**src/rtl/rv32im_types.sv**
```systemverilog
`default_nettype none
// +----------------------------------------------------------------------+
// | Module   : rv32im_types                                              |
// | Brief    : Shared RV32IM opcode constants and front-end types.       |
// | Revision : 1.0  initial release                                      |
// +----------------------------------------------------------------------+
package rv32im_types;

    localparam logic [6:0] op_b_lui   = 7'b0110111;
    localparam logic [6:0] op_b_auipc = 7'b0010111;
    localparam logic [6:0] op_b_jal   = 7'b1101111;
    localparam logic [6:0] op_b_jalr  = 7'b1100111;
    localparam logic [6:0] op_b_br    = 7'b1100011;
    localparam logic [6:0] op_b_load  = 7'b0000011;
    localparam logic [6:0] op_b_store = 7'b0100011;
    localparam logic [6:0] op_b_imm   = 7'b0010011;
    localparam logic [6:0] op_b_reg   = 7'b0110011;

    // Tag is sized for the smallest sensible BTB; unused upper bits are always written as zero.
    typedef struct packed {
        logic        valid;
        logic [29:0] tag;
        logic [31:0] target;
        logic        uncond;
    } btb_entry_t;

    typedef enum logic [1:0] {
        S_RESET    = 2'd0,
        S_FETCH    = 2'd1,
        S_REDIRECT = 2'd2
    } fetch_state_t;

endpackage
`default_nettype wire

```
**src/rtl/fetch_npc_btb_array.sv**
```systemverilog
`default_nettype none
// +----------------------------------------------------------------------+
// | Module   : btb_array                                                 |
// | Brief    : Direct-mapped BTB, async lookup, one synchronous write.   |
// | Revision : 1.0  initial release                                      |
// +----------------------------------------------------------------------+
module btb_array
    import rv32im_types::*;
#(
    parameter int IDX_BITS = 6
) (
    input  logic        clk,
    input  logic        rst,
    input  logic [31:0] i_lookup_pc,
    output logic        o_hit,
    output logic [31:0] o_target,
    output logic        o_uncond,
    input  logic        i_we,
    input  logic [31:0] i_wr_pc,
    input  logic [31:0] i_wr_target,
    input  logic        i_wr_uncond
);

    localparam int c_ENTRIES = 1 << IDX_BITS;
    localparam int c_TAG_LSB = IDX_BITS + 2;

    btb_entry_t r_mem [c_ENTRIES];

    logic [IDX_BITS-1:0] w_rd_idx;
    logic [IDX_BITS-1:0] w_wr_idx;
    logic [29:0]         w_rd_tag;
    btb_entry_t          w_rd_entry;
    btb_entry_t          w_wr_entry;
    logic                w_unused;

    assign w_rd_idx   = i_lookup_pc[IDX_BITS+1:2];
    assign w_wr_idx   = i_wr_pc[IDX_BITS+1:2];
    assign w_rd_tag   = 30'(i_lookup_pc >> c_TAG_LSB);
    assign w_rd_entry = r_mem[w_rd_idx];
    assign w_unused   = ^{i_lookup_pc[1:0], i_wr_pc[1:0]};

    assign o_hit    = w_rd_entry.valid && (w_rd_entry.tag == w_rd_tag);
    assign o_target = w_rd_entry.target;
    assign o_uncond = w_rd_entry.uncond;

    always_comb begin
        w_wr_entry        = '0;
        w_wr_entry.valid  = 1'b1;
        w_wr_entry.tag    = 30'(i_wr_pc >> c_TAG_LSB);
        w_wr_entry.target = i_wr_target;
        w_wr_entry.uncond = i_wr_uncond;
    end

    // Lookup is combinational from the current array, so a same-cycle write is seen next cycle.
    always_ff @(posedge clk) begin
        if (rst) begin
            for (int i = 0; i < c_ENTRIES; i++) begin
                r_mem[i].valid <= 1'b0;
            end
        end else if (i_we) begin
            r_mem[w_wr_idx] <= w_wr_entry;
        end
    end

endmodule
`default_nettype wire

```
**src/rtl/fetch_npc.sv**
```systemverilog
`default_nettype none
// +----------------------------------------------------------------------+
// | Module   : fetch_npc                                                 |
// | Brief    : Fetch PC register, BTB-based next-PC selection, redirect. |
// | Revision : 1.0  initial release                                      |
// +----------------------------------------------------------------------+
module fetch_npc
    import rv32im_types::*;
#(
    parameter int          BTB_IDX_BITS = 6,
    parameter logic [31:0] RESET_PC     = 32'h1eceb000
) (
    input  logic        clk,
    input  logic        rst,
    input  logic        flush,
    input  logic [31:0] flush_pc,
    input  logic        rob_commit,
    input  logic [31:0] commit_pc,
    input  logic [6:0]  commit_opcode,
    input  logic [31:0] commit_target,
    input  logic        br_take,
    input  logic        predict_take,
    input  logic        fetch_ready,
    output logic [31:0] pc,
    output logic        fetch_valid,
    output logic        fetch_pred_take,
    output logic [31:0] fetch_pred_target
);

    fetch_state_t r_state;
    logic [31:0]  r_pc;
    logic         r_fetch_valid;

    logic         w_btb_hit;
    logic [31:0]  w_btb_target;
    logic         w_btb_uncond;
    logic         w_pred_take;
    logic [31:0]  w_npc;
    logic         w_train_we;
    logic         w_train_uncond;

    assign w_train_uncond = (commit_opcode == op_b_jal);
    assign w_train_we     = rob_commit &&
                            (((commit_opcode == op_b_br) && br_take) || w_train_uncond);

    btb_array #(
        .IDX_BITS (BTB_IDX_BITS)
    ) u_btb (
        .clk         (clk),
        .rst         (rst),
        .i_lookup_pc (r_pc),
        .o_hit       (w_btb_hit),
        .o_target    (w_btb_target),
        .o_uncond    (w_btb_uncond),
        .i_we        (w_train_we),
        .i_wr_pc     (commit_pc),
        .i_wr_target (commit_target),
        .i_wr_uncond (w_train_uncond)
    );

    assign w_pred_take = w_btb_hit && (w_btb_uncond || predict_take);
    assign w_npc       = w_pred_take ? w_btb_target : (r_pc + 32'd4);

    assign pc                = r_pc;
    assign fetch_valid       = r_fetch_valid;
    // Prediction outputs read as zero whenever no request is being presented.
    assign fetch_pred_take   = r_fetch_valid && w_pred_take;
    assign fetch_pred_target = r_fetch_valid ? w_npc : 32'd0;

    always_ff @(posedge clk) begin
        if (rst) begin
            r_state       <= S_RESET;
            r_pc          <= RESET_PC;
            r_fetch_valid <= 1'b0;
        end else if (flush) begin
            r_state       <= S_REDIRECT;
            r_pc          <= flush_pc;
            r_fetch_valid <= 1'b0;
        end else begin
            case (r_state)
                S_RESET, S_REDIRECT: begin
                    r_state       <= S_FETCH;
                    r_fetch_valid <= 1'b1;
                end
                S_FETCH: begin
                    r_fetch_valid <= 1'b1;
                    if (r_fetch_valid && fetch_ready) begin
                        r_pc <= w_npc;
                    end
                end
                default: begin
                    r_state       <= S_RESET;
                    r_fetch_valid <= 1'b0;
                end
            endcase
        end
    end

endmodule
`default_nettype wire

```
**config.mk**
```make
export PLATFORM = sky130hd
export DESIGN_NAME = fetch_npc
export DESIGN_NICKNAME = d
export VERILOG_FILES = /design/src/rtl/rv32im_types.sv /design/src/rtl/fetch_npc_btb_array.sv /design/src/rtl/fetch_npc.sv
export SDC_FILE = /design/constraint.sdc
export NUM_CORES = 2
export LEC_CHECK = 0
export BUFFER_PORTS_ARGS = -buffer_cell sky130_fd_sc_hd__buf_2
export CORE_MARGIN = 3
export CORE_UTILIZATION = 34
export DETAILED_ROUTE_END_ITERATION = 10
export SETUP_SLACK_MARGIN = 0.1
export SYNTH_ARGS = -nofsm -noshare
export SYNTH_HDL_FRONTEND = slang
export SYNTH_HIERARCHICAL = 1
export SYNTH_SLANG_ARGS = --single-unit
```
**constraint.sdc**
```tcl
create_clock -name clk -period 11.6 [get_ports clk]
set_clock_uncertainty 0.15 [all_clocks]
set_input_delay 1.16 -clock clk [delete_from_list [all_inputs] [get_ports clk]]
set_output_delay 1.16 -clock clk [all_outputs]
set_load 0.05 [all_outputs]
```
Yosys cells after proc, flatten, opt, wreduce, memory -nomap -nowiden
Memories as Yosys holds them, arrays and structs flattened. A register that Yosys moved wholly into a read port is not among the register bits.
Index checks and enable logic that the tools add are counted.
- $add $sub $neg: 1
- equal/unequal tests: 6
- multiplexer cells: 18
- reductions and logical operators: 16
- operator list (kind ; number):
    two-way mux 32 bit ; 5
    two-way mux 58 bit ; 1
    OR reduction 58 bit ; 1
    adder 32 x 3 -> 32 bit (second input constant) ; 1
    equality test 30 x 24 -> 1 bit ; 1
    two-way mux 6 bit ; 3
    equality test 7 bit (second input constant) ; 2
    logical AND 1 bit ; 6
    two-way mux 1 bit ; 6
    two-way mux 2 bit ; 2
    case mux 2 bit (2 select lines) ; 1
    nonzero test 2 bit ; 2
    OR reduction 2 bit ; 2
    OR reduction 3 bit ; 1
    equality test 2 x 1 -> 1 bit (second input constant) ; 1
    equality test 2 bit (second input constant) ; 1
    logical NOT 2 bit ; 1
    logical OR 1 bit ; 2
    inequality test 2 bit (second input constant) ; 1
    AND reduction 2 bit ; 1
- register bits after elaboration: 35
- bits in writable memories: 3712
- input bits: 110
- output and inout bits: 66
- word-level logic and storage cells: 46
- memories: 1
- memories (name ; depth ; width ; rd ports ; clocked after memory_dff ; wr ports ; RTL line ; source):
    u_btb.r_mem ; 64 ; 58 ; 1 ; 1 ; 64 ; fetch_npc_btb_array.sv:27 ; btb_entry_t r_mem [c_ENTRIES];

Depth between registers and ports, before layout
- word-level depth: 9
- mapped depth: 22
- depth with buffers taken out: 14

By module
The synthesis kept the hierarchy.
- by module, submodules not included (module ; times used ; cells each ; area an instance (um2) ; seq. area each (um2)):
    btb_array ; 1 ; 5987 ; 141948.6 ; 110826.3
    fetch_npc ; 1 ; 443 ; 3158.0 ; 700.7

Least setup slack after synthesis
Ideal clock, no wire load.
- path type: register -> output
- start point: register r_pc[2] (netlist: pc[2])
- end point: output fetch_pred_target[12]
- arrival: 5245 ps
- data required time: 10290 ps
- setup slack: 5045 ps
- stages on the path, launching flop included: 13
- path buffers: 6
- cells stage by stage: dfxtp_1 -> buf_6 -> buf_4 -> buf_2 -> buf_2 -> mux4_2 -> mux4_2 -> mux4_2 -> o21ai_0 -> clkbuf_1 -> buf_2 -> nor2_1 -> a211oi_1
- word-level cells in the longest chain between the ends: 3
- RTL lines (item ; RTL line ; source):
    start: declaration ; fetch_npc.sv:31 ; logic [31:0] r_pc;
    start signal: assignment ; fetch_npc.sv:77 ; r_pc <= flush_pc;
    start signal: assignment ; fetch_npc.sv:88 ; r_pc <= w_npc;
    adder 32 x 3 -> 32 bit ; fetch_npc.sv:62 ; assign w_npc = w_pred_take ? w_btb_target : (r_pc + 32'd4);
    two-way mux 32 bit ; fetch_npc.sv:62 ;
    two-way mux 32 bit ; fetch_npc.sv:68 ; assign fetch_pred_target = r_fetch_valid ? w_npc : 32'd0;
    end: declaration ; fetch_npc.sv:27 ; output logic [31:0] fetch_pred_target
Every way passes these cells.

Worst setup path in the final report
- start point: register r_pc[2] (netlist: pc[2])
- end point: output fetch_pred_target[20]
Same word-level chain as after synthesis.

==> metrics.txt <==
outcome complete, but fails checks; failing checks capacitance limit, slew limit; Place WS around 3.3 ns; Nets 6959; simple-gate share of the synthesized area 1.96%; CP Capture Type primary output; main area contributors after synthesis edfxtp_1 75%, mux4_2 16%, dfxtp_1 1.4%; Fin. Hold Viols 0; Layout Utilization 39.1%; Die W approximately 660 um; Setup Buffers After CTS 0; Vias per Instance between 5 and 6; first-pass GRT wire length 627000 um; Hold Crit Start u_btb/r_mem[24][57]; CTS tree done; PwrDens 172 mW/mm^2; critical path peak fanout 34; Clock transition at path regs roughly 0.060 ns; measured slew at the worst slew-check pin between 1.5 and 2 ns; post-synth top area share around three quarters; max cap viols 1; final-report setup violation count 0; maximum vdd ir drop roughly 110 uV; Critical Path Start Type flop; Die Footprint 0.435 mm^2; worst r2r dst pc[2]; complex-gate fraction of the synthesized area under 10%; initial antenna violation count 57; Fin Setup TNS 0 ns; Syn Area/Cell roughly 23 um^2; Rel. slew slack -6.29%; Data arrival, critical path slightly above 8 ns; vias in the first global route 73400; Hold Crit Depth 2; leak pwr between 40 and 50 nW; CTS Hold Bufs 0; multiplexer area fraction after synthesis about 17%; # IOs 176; FF-to-FF setup slack approximately 4 ns; DRT iter0 DRCs approximately 11000; cells after synthesis between 6000 and 7000; final worst slack between 2 and 2.5 ns; GR Util All Layers between 20% and 30%; H-Tree Depth 5; Starting Density approximately a third; Distinct cells, synth 91; largest net degree at the start of global routing between 150 and 200; Final ANT Viol Nets 0; die height 659 um; RePlAce Congestion 0.895; fmax 107 MHz; register area share after synthesis between 70 and 80%; top_reg_cell synth edfxtp_1; Power, Total about 29 mW; WL/cell about 36 um; Max Slew Vio Count 6; reg-to-reg critical path startpoint pc[2]; Post-DP HPWL ~250000 um; share of cells above drive strength 1 29.8%; most frequent cells in the layout 3648 x edfxtp_1, 1037 x mux4_2, 382 x clkbuf_16; FF-to-FF path depth 14; hold crit path type flop to flop; Syn-to-layout area delta 14.4%; ys async rst share 0%; clk_lat worst skew slightly above 0.9 ns; Core Box Area around 0.42 mm^2; routed wire length approximately 460000 um; drt first pass iters 6; FP Rows between 200 and 250; hold-critical path endpoint u_btb/r_mem[24][57]; Setup Crit Path Kind flop to primary output; Post-Syn Nets 6542; post-CTS resize count 0; clk root buf clkbuf_16; largest family of logic cells by synthesized area multiplexers; number of synthesized flops with an enable pin 3648; leading area contributor after synthesis edfxtp_1; Clock Path Buffers 4; detailed-route via count between 70000 and 80000; grt total ovfl 0; unrepaired setup endpoints after global routing false; post-synthesis xor/xnor area fraction less than 1%; Adder-Cell Fraction of Synth Area 0.0172%; most common cell after layout, fill and taps aside edfxtp_1; Num CTS Buffers between 300 and 400; DRC 0; WP data required 10.29 ns; synth warn 6; hold slack final slightly above 0.3 ns; Final min period 9.38 ns; #FFs+latches synth approximately 3700; Netlist Area Pre-Place between 0.1 and 0.15 mm^2; input/output buffers about 170; final worst-path cycle share approximately 81%; CTS sink count about 3700
-- layout make-up --
cell class	count	area (um^2)
Fill cell	37200	258000
Sequential cell	3747	112000
Multi-Input combinational cell	2227	31800
Clock buffer	470	10000
Tap cell	5663	7090
Timing Repair Buffer	410	2880
Clock inverter	216	2160
Inverter	85	332
Antenna cell	39	97.6
-- report_power, final --
part	switching (mW)	leakage, nW	total, mW	internal, mW
clock network	5.14	5.96	12.1	7.00
registers	0.0455	33.4	14.9	14.8
logic	0.937	10.3	1.49	0.549
-- cell usage after synthesis (all sizes together), types with 18 or more instances --
cell type / number
nor3: 45
nand4: 26
a22oi: 23
a31oi: 23
nand3: 35
edfxtp: 3648
o221ai: 26
o22ai: 102
inv: 82
mux2i: 97
and3: 18
clkbuf: 156
mux2: 27
mux4: 1056
nor2: 149
o21ai: 59
buf: 215
dfxtp: 99
a21oi: 99
a211oi: 21
a221oi: 21
nand2: 182
xnor2: 28
-- per-stage QoR --
| step | instances | cell area (um^2) |
|---|---|---|
| final | 12900 | 166000 |
| after global placement | 12100 | 154000 |
| after floorplan | 6430 | 145000 |
| after CTS | 12800 | 166000 |
| after global routing | 12800 | 166000 |
| after detailed placement | 12100 | 154000 |
-- logic make-up after synthesis --
family          after synthesis
simple gates                559
buf+inv                     456
mux                        1180
xor+xnor                     41
compound gates              445
fa+ha+maj                     2
flops                      3747
-- how the worst max path moves through the flow --
stage / slack, ns / endpoint / start
2_1_floorplan: 5.05 / fetch_pred_target[12] / pc[2]
3_3_place_gp: 3.30 / fetch_pred_target[20] / pc[2]
3_5_place_dp: 3.31 / fetch_pred_target[20] / pc[2]
4_1_cts: 2.30 / fetch_pred_target[21] / pc[2]
5_1_grt: 1.99 / fetch_pred_target[21] / pc[2]
6_report: 2.22 / fetch_pred_target[20] / pc[2]
-- critical path, cell delays in order, from the launching register on --
cell	delay, ns
dfxtp_4	0.96
buf_4	0.63
buf_4	0.54
mux4_2	0.58
mux2i_1	0.28
a32oi_1	0.11
a22oi_1	0.49
a31oi_1	0.27
xnor2_1	0.43
nand4_1	0.16
nor4_2	0.39
o21a_2	0.74
and2_1	0.23
a31oi_1	0.06
a21oi_1	0.75
buf_2	0.41
-- flip-flops by register name, indices dropped and copies added (netlist names) --
register,cells
pc,32
fetch_valid,1
u_btb/r_mem,3712
r_state,2
-- per-layer routing --
layer	share of wire, %	up-vias	routed length [um]	track usage [%]
li1	-	28300	-	-
met1	36	41300	169000	26.6
met2	49	4341	225000	34.2
met3	8.9	1002	41200	3.66
met4	6.0	18	27800	11.0
met5	0.023	-	105	0
Note: power is estimated with default switching activity, not from simulation.
